<file path="src/rtl/fetch_pkg.sv">
// Shared types and sizing helpers for the single-line instruction fetch buffer.
package fetch_pkg;

    localparam int LINE_BYTES_DEF = 4;

    typedef enum logic [1:0] {
        IDLE = 2'd0,
        REQ  = 2'd1,
        FILL = 2'd2
    } fetch_state_t;

    function automatic int off_w(input int line_bytes);
        return $clog2(line_bytes);
    endfunction

endpackage

</file>
<file path="src/rtl/fetch_line_store.sv">
// One cache line of ROM bytes: synchronous write by index, asynchronous read by index.
module fetch_line_store
    import fetch_pkg::*;
#(
    parameter int LINE_BYTES = LINE_BYTES_DEF,
    parameter int OFF_W      = off_w(LINE_BYTES)
) (
    input  logic             clk,
    input  logic             rst,
    input  logic             we,
    input  logic [OFF_W-1:0] widx,
    input  logic [7:0]       wdata,
    input  logic [OFF_W-1:0] ridx,
    output logic [7:0]       rdata
);

    logic [7:0] mem [LINE_BYTES];

    always_ff @(posedge clk) begin
        if (rst) begin
            for (int i = 0; i < LINE_BYTES; i++) begin
                mem[i] <= 8'h00;
            end
        end else if (we) begin
            mem[widx] <= wdata;
        end
    end

    assign rdata = mem[ridx];

endmodule

</file>
<file path="src/rtl/fetch_buffer.sv">
// Single-line fetch buffer between the CPU ROM port and the SPI flash burst master.
//   state | meaning
//   IDLE  | serving hits; a miss latches the tag and moves to REQ
//   REQ   | holding mem_req/mem_addr until the master acks
//   FILL  | writing one byte per mem_valid until the line is full
module fetch_buffer
    import fetch_pkg::*;
#(
    parameter int LINE_BYTES = LINE_BYTES_DEF
) (
    input  logic        clk,
    input  logic        rst,
    input  logic        romo,
    input  logic [15:0] pc,
    input  logic        flush,
    output logic [7:0]  rom,
    output logic        ready,
    output logic        mem_req,
    output logic [15:0] mem_addr,
    input  logic        mem_ack,
    input  logic        mem_valid,
    input  logic [7:0]  mem_data
);

    localparam int OFF_W = off_w(LINE_BYTES);
    localparam logic [OFF_W:0] LAST_IDX = (OFF_W+1)'(LINE_BYTES - 1);

    fetch_state_t        state_q, state_d;
    logic [15-OFF_W:0]   tag_q;
    logic                valid_q;
    logic [OFF_W:0]      cnt_q;
    logic                flush_pend_q;

    logic       hit;
    logic       start_miss;
    logic       line_we;
    logic       fill_done;
    logic [7:0] line_rdata;

    assign hit = valid_q && (state_q == IDLE) && (tag_q == pc[15:OFF_W]);

    always_ff @(posedge clk) begin
        if (rst) begin
            state_q <= IDLE;
        end else begin
            state_q <= state_d;
        end
    end

    always_comb begin
        state_d    = state_q;
        start_miss = 1'b0;
        line_we    = 1'b0;
        fill_done  = 1'b0;
        case (state_q)
            IDLE: begin
                if (romo && !hit) begin
                    state_d    = REQ;
                    start_miss = 1'b1;
                end
            end
            REQ: begin
                if (mem_ack) begin
                    state_d = FILL;
                end
            end
            FILL: begin
                if (mem_valid) begin
                    line_we = 1'b1;
                    if (cnt_q == LAST_IDX) begin
                        fill_done = 1'b1;
                        state_d   = IDLE;
                    end
                end
            end
            default: state_d = IDLE;
        endcase
    end

    // A flush arriving on the final byte's cycle must also leave the line invalid.
    always_ff @(posedge clk) begin
        if (rst) begin
            tag_q        <= '0;
            valid_q      <= 1'b0;
            cnt_q        <= '0;
            flush_pend_q <= 1'b0;
        end else begin
            if (state_q == IDLE && flush) begin
                valid_q <= 1'b0;
            end
            if (state_q != IDLE && flush) begin
                flush_pend_q <= 1'b1;
            end
            if (start_miss) begin
                tag_q   <= pc[15:OFF_W];
                valid_q <= 1'b0;
                cnt_q   <= '0;
            end
            if (line_we) begin
                cnt_q <= cnt_q + 1'b1;
            end
            if (fill_done) begin
                valid_q      <= !(flush_pend_q || flush);
                flush_pend_q <= 1'b0;
            end
        end
    end

    fetch_line_store #(
        .LINE_BYTES (LINE_BYTES),
        .OFF_W      (OFF_W)
    ) u_line (
        .clk   (clk),
        .rst   (rst),
        .we    (line_we),
        .widx  (cnt_q[OFF_W-1:0]),
        .wdata (mem_data),
        .ridx  (pc[OFF_W-1:0]),
        .rdata (line_rdata)
    );

    assign mem_req  = (state_q == REQ);
    assign mem_addr = {tag_q, {OFF_W{1'b0}}};
    assign ready    = !romo || hit;
    assign rom      = (romo && hit) ? line_rdata : 8'h00;

endmodule
</file>
<file path="config.mk">
export PLATFORM = sky130hd
export DESIGN_NAME = fetch_buffer
export DESIGN_NICKNAME = d
export VERILOG_FILES = /design/src/rtl/fetch_pkg.sv /design/src/rtl/fetch_line_store.sv /design/src/rtl/fetch_buffer.sv
export SDC_FILE = /design/constraint.sdc
export NUM_CORES = 1
export LEC_CHECK = 0
export CORE_MARGIN = 3
export CORE_UTILIZATION = 45
export CTS_CLUSTER_DIAMETER = 40
export DETAILED_ROUTE_END_ITERATION = 6
export GPL_TIMING_DRIVEN = 0
export HOLD_SLACK_MARGIN = 0.05
export PLACE_DENSITY_LB_ADDON = 0.3
export SLEW_MARGIN = 0
export SYNTH_ARGS = -nofsm -noshare
export SYNTH_HDL_FRONTEND = slang
export SYNTH_HIERARCHICAL = 1
export SYNTH_SLANG_ARGS = --single-unit
</file>
<file path="constraint.sdc">
create_clock -name clk -period 2.05 [get_ports clk]
set_clock_uncertainty 0.1 [all_clocks]
set_input_delay 0.3075 -clock clk [delete_from_list [all_inputs] [get_ports clk]]
set_output_delay 0.3075 -clock clk [all_outputs]
set_load 0.02 [all_outputs]
</file>
== Word level (Yosys, flattened, before mapping) ==
Memories as Yosys holds them, arrays and structs flattened.
Cells that the tools add are included.

* Register bits: 21
* Bits in latches: 0
* RAM bits: 32
* Bits in read-only memories: 0
* Bits of input ports: 30
* Output and inout bits: 26
* Word-level logic and storage cells: 59
* Memories: 1

{| class="wikitable"
|+ Memories
! memory !! depth !! width !! rd ports !! clocked after memory_dff !! write ports !! line !! source
|-
| u_line.mem || 4 || 8 || 1 || 0 || 4 || fetch_line_store.sv:17 || <nowiki>logic [7:0] mem [LINE_BYTES];</nowiki>
|}

* Add/subtract/negate cells: 1
* Multipliers: 0
* Divide/modulo/power cells: 0
* Magnitude comparators: 0
* Eq/ne operators: 8
* Shift operators: 0
* Multiplexer cells: 26
* Bitwise operators: 0
* Reductions and logical operators: 18

{| class="wikitable"
|+ Operators with widths
! cell !! count
|-
| $mux 1 || 16
|-
| $mux 8 || 2
|-
| $eq 14x14->1 || 1
|-
| $mux 2 || 5
|-
| $reduce_or 8->1 || 1
|-
| $logic_and 1x1->1 || 6
|-
| $mux 3 || 2
|-
| $pmux 2 s3 || 1
|-
| $ne 2x1->1 const B || 2
|-
| $ne 2x2->1 const B || 2
|-
| $reduce_and 4->1 || 1
|-
| $reduce_bool 2->1 || 2
|-
| $add 3x1->3 const B || 1
|-
| $eq 3x2->1 const B || 1
|-
| $logic_not 1->1 || 3
|-
| $reduce_bool 3->1 || 1
|-
| $eq 2x1->1 const B || 1
|-
| $eq 2x2->1 const B || 1
|-
| $logic_not 2->1 || 1
|-
| $logic_or 1x1->1 || 2
|-
| $reduce_or 2->1 || 1
|}

== Longest topological paths before layout ==
Gate-level depths: netlist (run 1).

* Word-level depth: 9
* Gate-level depth with buffers: 8
* Mapped depth without buffers: 5

== Modules after synthesis ==
The synthesis (run 1) kept the hierarchy.

{| class="wikitable"
|+ Modules (own cells, without submodules)
! module !! times used !! cells each !! area each (µm²) !! seq. area each (µm²)
|-
| fetch_line_store || 1 || 84 || 1,475.2 || 960.9
|-
| fetch_buffer || 1 || 133 || 1,242.4 || 420.4
|}

== Least setup slack after synthesis (run 1) ==
No wires, ideal clock.

* Path type: reg2reg
* Start point: register state_q[1]
* End point: memory u_line.mem[1][0], enable pin
* Library setup time: 0.375 ns
* Arrival time: 1.407 ns
* Data required time: 1.575 ns
* Slack: 0.168 ns
* Stages on the path, launching flop included: 7
* Buffers on the path: 1
* Period minus slack after synthesis: 1.882 ns
* Path through: dfxtp_1 > buf_6 > nor2b_1 > nand2_1 > inv_1 > nand2b_1 > o21bai_1

{| class="wikitable"
|+ RTL lines
! what !! line !! source
|-
| start: declaration || fetch_buffer.sv:28 || <nowiki>fetch_state_t state_q, state_d;</nowiki>
|-
| start signal: assignment || fetch_buffer.sv:46 || <nowiki>state_q <= state_d;</nowiki>
|-
| end: declaration || fetch_line_store.sv:17 ||
|}

== Worst setup path after layout (run 1) ==
* Start point: register state_q[0]
* End point: output port rom[5]

* Longest elaborated chain between the ends: 5

{| class="wikitable"
|+ RTL lines
! what !! line !! source
|-
| $logic_not 2->1 || fetch_buffer.sv:40 || <nowiki>assign hit = valid_q && (state_q == IDLE) && (tag_q == pc[15:OFF_W]);</nowiki>
|-
| $logic_and 1x1->1 (2 in series) || fetch_buffer.sv:40 ||
|-
| $logic_and 1x1->1 || fetch_buffer.sv:125 || <nowiki>assign rom = (romo && hit) ? line_rdata : 8'h00;</nowiki>
|-
| $mux 8 || fetch_buffer.sv:125 ||
|-
| end: declaration || fetch_buffer.sv:16 || <nowiki>output logic [7:0] rom,</nowiki>
|}

No other way between the ends.

==> summary.md, run 1 <==
| Metric | Value |
|---|---|
| Outcome | finished, violations left |
| Violated checks | setup timing |
| Die W | 83.71 um |
| CP arrival | 1810 ps |
| Routed Antenna Nets | 0 |
| Clock transition at path regs | 90 ps |
| Worst Hold Class | in -> reg |
| Nets | 322 |
| Core ar. | 5675 um2 |
| I/O Buffers | 51 |
| R2r setup slk | -10 ps |
| Final worst-path setup slack | -164.1 ps |
| Die Footprint | 7007 um2 |
| Die H | 83.71 um |
| Synthesis-stage register bit count | 53 |
| Largest net degree at the start of global routing | 16 |
| CTS tree | done |
| Register Area | 1398 um2 |
| Pre-Repair DR Iteration Count | 4 |
| Starting Density | 47.88% |
| Part of the cycle the worst path needs | 108.0% |
| Fillers | 452 |
| Number of cell rows | 27 |
| WS Path Type | reg -> out |
| H-Tree Depth | 2 |
| Final Power | 2.286 mW |
| Maxcap violations | 0 |
| Clk pwr share | 30.0% |
| Avg Vias per Cell | 5.196 |
| Vias in the first global route | 1893 |
| Via count | 1886 |
| Post-Route WL | 5.699 mm |
| DRC violations left | 0 |
| RSZ-0062 raised after global routing | yes |
| Async set or reset register ratio after synthesis | 0% |
| Number of buffers created by CTS | 5 |
| # setup viols final | 15 |
| Sw Ratio | 23.45% |
| Max VDD drop | 0.0002905 V |
| Synth cell types | 42 |
| Comb pwr share | 16.9% |
| Ports | 56 |
| Avg Inst Size Synth | 12.52 um2 |
| Hold Buf Count CTS | 0 |
| CP required | 1640 ps |
| Main synth FF type | edfxtp_1 |
| Avg WL per Cell | 15.70 um |
| Post-Place Cells | 341 |
| Fmax | 451.7 MHz |
| GRT overflow | 0 |
| Final Non-Filler Cells | 363 |
| Total negative slack | -1485 ps |
| Pwr Density | 630.6 nW/um2 |
| TritonCTS Sinks | 53 |
| CTS Buffer Depth | 2 |
| N_diodes | 0 |
| Critical Path Start Type | register |
| Latest clock arrival within the worst-skew pair | 300 ps |
| Footprint of the multi-input gates | 1316 um2 |
| Internal cell power | 1.750 mW |
| CP Max Fanout | 6 |
| Clock period minus worst slack | 2214 ps |
| Share of cells above drive strength 1 | 27.84% |
| LEAKAGE | 1.418 nW |
| Final Hold Fails | 0 |
| Synth Cell Area | 2718 um2 |
| Synth top area share | 35.36% |
| Commonest cells post-synth | edfxtp_1, nand2b_1, and2_1 |
| Post-synthesis sequential area ratio | 50.83% |
| Final HPWL DP | 3.963 mm |
| Initial DRC Count | 71 |
| Clock Root Buffer | clkbuf_8 |
| Top post-synthesis cells by area | edfxtp_1, dfxtp_1, nand2b_1 |
| Synthesis Warnings | 6 |
| Switch Pwr | 0.5360 mW |
| Biggest area consumer among synthesized cells | edfxtp_1 |
| Final core occ | 63.87% |
| Gate Count Post-Synth | 217 |
| Initial antenna violation count | 0 |
| First-pass GRT wire length | 9.342 mm |
| Final GP Congestion | 0.7372 |
| Gr usage total | 16.61% |
| Worst setup EP type | primary output |
| Area growth, synth to finish | 33.38% |
| Count leader, synth | edfxtp_1 |
| Reg power frac | 53.0% |
| EDFF count, synth | 32 |
| Slew Limit Fails | 0 |
power by group through the flow:
stage | registers, mW | clock network [mW] | logic (mW)
finish | 1.21 | 0.687 | 0.387
global route | 1.22 | 0.734 | 0.417
CTS | 1.21 | 0.695 | 0.375
detailed placement | 1.24 | 0 | 0.363
global placement | 1.23 | 0 | 0.359
floorplan | 1.25 | 0 | 0.186
critical path, cell delays in order (launching register included):
cell and delay, ps:
dfxtp_4 360, nor3b_2 170, nand4_1 170, nor4_4 320
buf_4 190, and3_4 180, buf_6 110
path summary, 6_finish.rpt:
check,from,endpoint,cells after the start
setup / recovery,state_q[0],rom[5],6
hold / removal,pc[12],tag_q[10],3
setup reg to reg,tag_q[4],tag_q[5],9
hold reg to reg,state_q[1],state_q[0],1
placed cells by master, fill, tap and decap left out, drive strengths merged, types with 2 or more instances in the layout:
cell type | netlist | final
a31o | 2 | 2
a31oi | 2 | 2
and2 | 32 | 32
and3 | 8 | 8
and4bb | 2 | 2
buf | 6 | 29
clkbuf | 5 | 11
clkdlybuf4s50 | 0 | 27
conb | 1 | 2
dfxtp | 21 | 21
dlygate4sd2 | 0 | 12
dlymetal6s2s | 0 | 3
edfxtp | 32 | 32
ha | 2 | 2
inv | 4 | 4
mux2i | 14 | 14
mux4 | 8 | 8
nand2 | 2 | 2
nand2b | 30 | 30
nand3b | 2 | 2
nand4 | 3 | 3
nor2 | 4 | 4
nor2b | 3 | 3
nor4b | 2 | 2
o21ai | 2 | 2
o21bai | 2 | 2
o32ai | 2 | 2
or3 | 2 | 2
xnor2 | 14 | 14
registers in the layout, summed over array words and instances (netlist names):
name          cells
u_line/mem       32
tag_q            14
cnt_q             3
state_q           2
flush_pend_q      1
valid_q           1
per-layer routing:
metal  GRT usage, %  wire, um  share of wire [%]
met2          28.71      2872                 50
met3          3.060       252                4.4
met5              0         0                  0
met1          21.13      2510                 44
met4          4.971        64                1.1
cells by family after synthesis:
| logic type | synth area share (%) |
|---|---|
| muxes | 11.79 |
| and+or+nand+nor | 24.63 |
| xor gates and xnor gates | 4.512 |
| buffers and inverters | 3.636 |
| other | 0.1380 |
| DFF | 50.83 |
| adders and majority gates | 0.9207 |
| AOI/OAI and AO/OA | 3.545 |
metrics by stage:
stage	instance area [um2]	setup WS [ps]	hold WS (ps)
5_1_grt	3625	-283.3	234.0
3_3_place_gp	3322	-952.7	361.8
2_1_floorplan	2721	168.0	348.7
6_report	3625	-164.1	224.7
3_5_place_dp	3322	-932.7	398.2
4_1_cts	3513	-146.1	317.3
cell type report:
type / count / area share (%)
well taps: 72 / 2.485
clock inverters: 2 / 0.9320
multi-input cells: 150 / 36.31
flip-flops and latches: 53 / 38.56
plain buffers: 10 / 2.002
repair buffers: 66 / 17.29
clock buffers: 6 / 2.002
inverters: 4 / 0.4142
timing repair:
item | CTS | global route
hold endpoints to repair | 0 | 0
setup endpoints to repair | 43 | 44
resized for setup | 76 | 19
pin swaps | 11 | 8
setup buffers | 6 | 9
Power figures use the tool's default switching activity.
==> inputs of run 2 (changes only) <==
- CORE_MARGIN: 3 -> 4
==> run 2 against run 1 <==
Effect of this change:
- the run still ends with setup timing left
- setup slack got worse by 1.7 ps
- critical path depth did not move
- cell area fell by 2.8%
- global-route usage fell by 1.2 points
- sequential cell count did not move
- power fell by 6.6%
- clock power fell by 20%
- fmax barely moved
- largest power group unchanged
- sequential share of layout area rose by 0.92 points
- sequential power barely moved
- routed wire length fell by 5.6%
==> summary.md, run 2 (synthesis gave the netlist of run 1 again) <==
| Metric | Value |
|---|---|
| WS Path Type | reg -> out |
| Commonest cells after routing, fill and taps aside | edfxtp_1, nand2b_1, clkdlybuf4s50_1, and2_1 |
| Top reg by flops | u_line/mem |
| Number of buffers created by CTS | 5 |
| CP required | 1640 ps |
| Hold Slack | 324.3 ps |
| Met3 Use GR | 3.554% |
| Ports | 56 |
| Worst Hold Class | in -> reg |
| H-Tree Depth | 2 |
| Max VDD drop | 0.0003062 V |
| Post-route cell area | 3525 um2 |
| Pwr Density | 605.9 nW/um2 |
| Pre-Repair DR Iteration Count | 7 |
| Area growth, synth to finish | 29.70% |
| Clock Root Buffer | clkbuf_8 |
| Avg WL per Cell | 15.02 um |
| Avg Vias per Cell | 5.059 |
| Starting Density | 46.17% |
| Final core occ | 59.89% |
| Fmax | 451.3 MHz |
| Slew Limit Fails | 0 |
| Routed Antenna Nets | 0 |
| Share of cells above drive strength 1 | 25.44% |
| Clock transition at path regs | 80 ps |
| Dpl cell area | 3326 um2 |
| Outcome | finished, violations left |
| Nets | 314 |
| Regs by FF count | u_line/mem x32, tag_q x14, cnt_q x3 |
| Latest clock arrival within the worst-skew pair | 300 ps |
| Gr usage total | 15.45% |
| Top Usage Layer GRT | met2 |
| LEAKAGE | 1.342 nW |
| Final Hold Fails | 0 |
| Part of the cycle the worst path needs | 108.1% |
| I/O Buffers | 51 |
| DRC violations left | 0 |
| Largest net degree at the start of global routing | 16 |
| Core ar. | 5886 um2 |
| Post-Route WL | 5.378 mm |
| N_diodes | 0 |
| First-pass GRT wire length | 8.901 mm |
| # setup viols final | 9 |
| Die Footprint | 7346 um2 |
| Initial DRC Count | 75 |
| Vias in the first global route | 1796 |
| TritonCTS Sinks | 53 |
| Final GP Congestion | 0.7571 |
| Met2 Track Usage GR | 25.92% |
| Critical Path Start Type | register |
| Most common cell after layout, fill and taps aside | edfxtp_1 |
| Final Power | 2.136 mW |
| Clock period minus worst slack | 2216 ps |
| Maxcap violations | 0 |
| Number of cell rows | 28 |
| Final worst-path setup slack | -165.8 ps |
| Max reg flops | 32 |
| CP arrival | 1810 ps |
| Worst setup EP type | primary output |
| Die H | 85.71 um |
| Die W | 85.71 um |
| Grt met1 use | 20.29% |
| Final Non-Filler Cells | 358 |
| Initial antenna violation count | 0 |
| CP Max Fanout | 6 |
| Violated checks | setup timing |
| Post-Place Cells | 344 |
| CTS tree | done |
| CTS Buffer Depth | 2 |
| RSZ-0062 raised after global routing | yes |
| GRT overflow | 0 |
| Final HPWL DP | 3.756 mm |
| Via count | 1811 |
==> run 2: changes by cell type in the layout (fill, tap and decap cells not counted), sizes merged, moves of 2 or more <==
cell / delta
dlygate4sd2: +2
dlymetal6s2s: -3
clkinv: +2
buf: -8
==> run 2: where the power goes <==
group | internal, mW | switching (mW) | total, mW
clock | 0.231 | 0.321 | 0.552
combinational | 0.201 | 0.168 | 0.369
sequential | 1.18 | 0.0344 | 1.21
==> run 2: path summary, 6_finish.rpt <==
kind / slack (ps) / depth (start not counted) / start / endpoint
worst max-delay path: -170 / 6 / tag_q[1] / rom[4]
worst min-delay path: 320 / 3 / pc[9] / tag_q[7]
worst max register to register: 120 / 6 / state_q[1] / u_line/mem[0][2]
worst min register to register: 390 / 2 / tag_q[7] / tag_q[7]
==> run 2: timing repair <==
action	in CTS	in global routing
resized for setup	81	8
hold buffers	0	0
hold endpoints to repair	0	0
pin swaps	12	4
endpoints found under the setup margin	43	44
gates cloned	0	0
buffers inserted	3	3
==> run 2: metal layers <==
layer  vias to the layer above  wire (um)  part of all wire [%]
met5                         -          0                     0
li1                        901          -                     -
met3                         6        238                   4.4
met4                         0         63                   1.2
met2                        43       2707                    50
met1                       861       2368                    44
==> run 2: through the flow <==
| stage | TNS, ps | worst slack [ps] |
|---|---|---|
| after floorplan | 0 | 168.0 |
| after global placement | -23360 | -971.5 |
| after detailed placement | -23680 | -954.4 |
| after CTS | -1260 | -153.2 |
| after global routing | -2423 | -259.4 |
| final | -1344 | -165.8 |
==> run 2: worst max-delay path, stage by stage (launching register included) <==
cell     delay, ps
dfxtp_2        360
xnor2_2        110
nand4_1        180
nor4_4         350
buf_4          200
and3_1         160
buf_4          140
==> run 2: layout make-up <==
| type | count | area [um2] |
|---|---|---|
| Buffer | 11 | 83.83 |
| Multi-Input combinational cell | 150 | 1314 |
| Timing Repair Buffer | 57 | 545.5 |
| Clock buffer | 5 | 68.82 |
| Clock inverter | 3 | 12.51 |
| Fill cell | 497 | 2361 |
| Sequential cell | 53 | 1391 |
| Tap cell | 75 | 93.84 |
| Inverter | 4 | 15.01 |
==> inputs of run 3 (changes only) <==
- CELL_PAD_IN_SITES_DETAIL_PLACEMENT: not set -> 1
- CELL_PAD_IN_SITES_GLOBAL_PLACEMENT: not set -> 1
- CORE_ASPECT_RATIO: not set -> 1.5
- CORE_UTILIZATION: 45 -> 41
==> run 3 against run 2 <==
Effect of this change:
- largest power group unchanged
- combinational power up 13%
- critical path depth stayed put
- sequential power about the same
- core utilization down 2.8 points
- the flow still finishes with violations (setup timing)
- highest routed layer unchanged
- fmax shrank 2.5%
- critical endpoint is now rom[7]
- largest cell class unchanged
==> summary.md, run 3 (synthesis gave the netlist of run 1 again) <==
| Metric | Value |
|---|---|
| Outcome | finished, violations left |
| Violated checks | setup timing |
| Top reg by flops | u_line/mem |
| CP required | 1640 ps |
| Final Power | 2.259 mW |
| Slew Limit Fails | 0 |
| Final Hold Fails | 0 |
| DRC violations left | 0 |
| Max VDD drop | 0.0004165 V |
| CTS tree | done |
| Clock period minus worst slack | 2272 ps |
| TritonCTS Sinks | 53 |
| Die Footprint | 8022 um2 |
| Fillers | 683 |
| Worst setup EP type | primary output |
| Max reg flops | 32 |
| CP delay by family, top | simple AND/OR/NAND/NOR gates |
| H-Tree Depth | 2 |
| Hold Buf Count CTS | 0 |
| # setup viols final | 25 |
| Final GP Congestion | 0.7309 |
| Crit-path most repeated cell | buf_6 |
| Post-Route WL | 6.952 mm |
| Clock transition at path regs | 100 ps |
| Slowest CP cell | nor4_4 |
| Maxcap violations | 0 |
| Avg WL per Cell | 18.94 um |
| Number of cell rows | 36 |
| Part of the cycle the worst path needs | 110.8% |
| Final HPWL DP | 4.734 mm |
| Routed Antenna Nets | 0 |
| Critical Path Start Type | register |
| CTS Buffer Depth | 2 |
| Area growth, synth to finish | 36.33% |
| First-pass GRT wire length | 10.58 mm |
| Pwr Density | 609.9 nW/um2 |
| Pre-Repair DR Iteration Count | 4 |
| Die H | 107.7 um |
| LEAKAGE | 1.451 nW |
| Final worst-path setup slack | -221.6 ps |
| Commonest cells after routing, fill and taps aside | edfxtp_1, nand2b_1, clkdlybuf4s50_1, and2_1 |
| Nets | 322 |
| I/O Buffers | 51 |
| Crit path cell chain | xnor2_2 -> nand4_1 -> nor4_4 -> buf_6 -> and3_1 -> buf_6 |
| Fmax | 440.2 MHz |
| Starting Density | 41.90% |
| GRT overflow | 0 |
| Total negative slack | -2308 ps |
| Pre-CTS setup slack | -1027 ps |
| Worst Hold Class | in -> reg |
| Share of cells above drive strength 1 | 30.24% |
| WS Path Type | reg -> out |
| CP arrival | 1860 ps |
| N_diodes | 0 |
| Vias in the first global route | 2076 |
| Core ar. | 6486 um2 |
| Latest clock arrival within the worst-skew pair | 310 ps |
| RSZ-0062 raised after global routing | yes |
| Initial antenna violation count | 0 |
| Initial DRC Count | 70 |
| Ports | 56 |
| Via count | 1970 |
| Die W | 74.48 um |
| CP max stage delay | 380 ps |
| Clock Root Buffer | clkbuf_8 |
| Avg Vias per Cell | 5.368 |
| Largest net degree at the start of global routing | 19 |
| CP Max Fanout | 5 |
| Gr usage total | 17.92% |
| Regs by FF count | u_line/mem x32, tag_q x14, cnt_q x3 |
| Most common cell after layout, fill and taps aside | edfxtp_1 |
| Number of buffers created by CTS | 5 |
| Worst Path Buf+Inv | 2 |
run 3: path summary, 6_finish.rpt:
check           start  endpoint  slack [ps]  cells past startpoint
min reg2reg  tag_q[9]  tag_q[9]         390                      2
min             pc[2]  tag_q[0]         220                      3
max reg2reg  tag_q[1]  tag_q[8]         -50                     10
max          tag_q[3]    rom[7]        -220                      6
run 3: where the power goes:
group	switching, mW	total, mW	internal (mW)	leakage, nW
sequential	0.0409	1.22	1.18	0.508
clock	0.371	0.621	0.250	0.0452
combinational	0.185	0.418	0.233	0.897
run 3: worst min-delay path: cells and delay by family:
family / cells / cell delay (ps)
multiplexers: 1 / 60
AND/OR/NAND/NOR: 1 / 70
buffers and inverters: 1 / 140
run 3: area by class of cell:
type	count	area, um2	area share [%]
Inverter	4	15.01	0.4053
Tap cell	76	95.09	2.567
Multi-Input combinational cell	150	1349	36.41
Clock inverter	3	25.02	0.6754
Buffer	9	66.31	1.790
Timing Repair Buffer	67	680.7	18.37
Sequential cell	53	1405	37.93
Clock buffer	5	68.82	1.857
run 3: per-layer routing:
| layer | share of wire [%] | vias up | GRT usage, % |
|---|---|---|---|
| li1 | - | 920 | - |
| met1 | 36 | 984 | 18.74 |
| met2 | 58 | 57 | 34.78 |
| met3 | 4.9 | 9 | 3.364 |
| met4 | 1.3 | 0 | 4.962 |
| met5 | 0 | - | 0 |
run 3: through the flow:
stage	cells	hold slack, ps	utilization [%]	cell area (um2)
final	367	216.6	57.12	3705
after global routing	367	233.7	57.12	3705
after CTS	360	311.1	54.32	3523
after detailed placement	345	380.5	51.29	3327
after global placement	345	361.4	51.29	3327
after floorplan	218	348.7	-	2721
run 3: repair_timing:
action                                  in CTS  in global routing
endpoints found under the setup margin      46                 52
cloned                                       1                  1
resized for setup                           81                 27
buffers inserted                             6                  8
pin swaps                                   11                  5
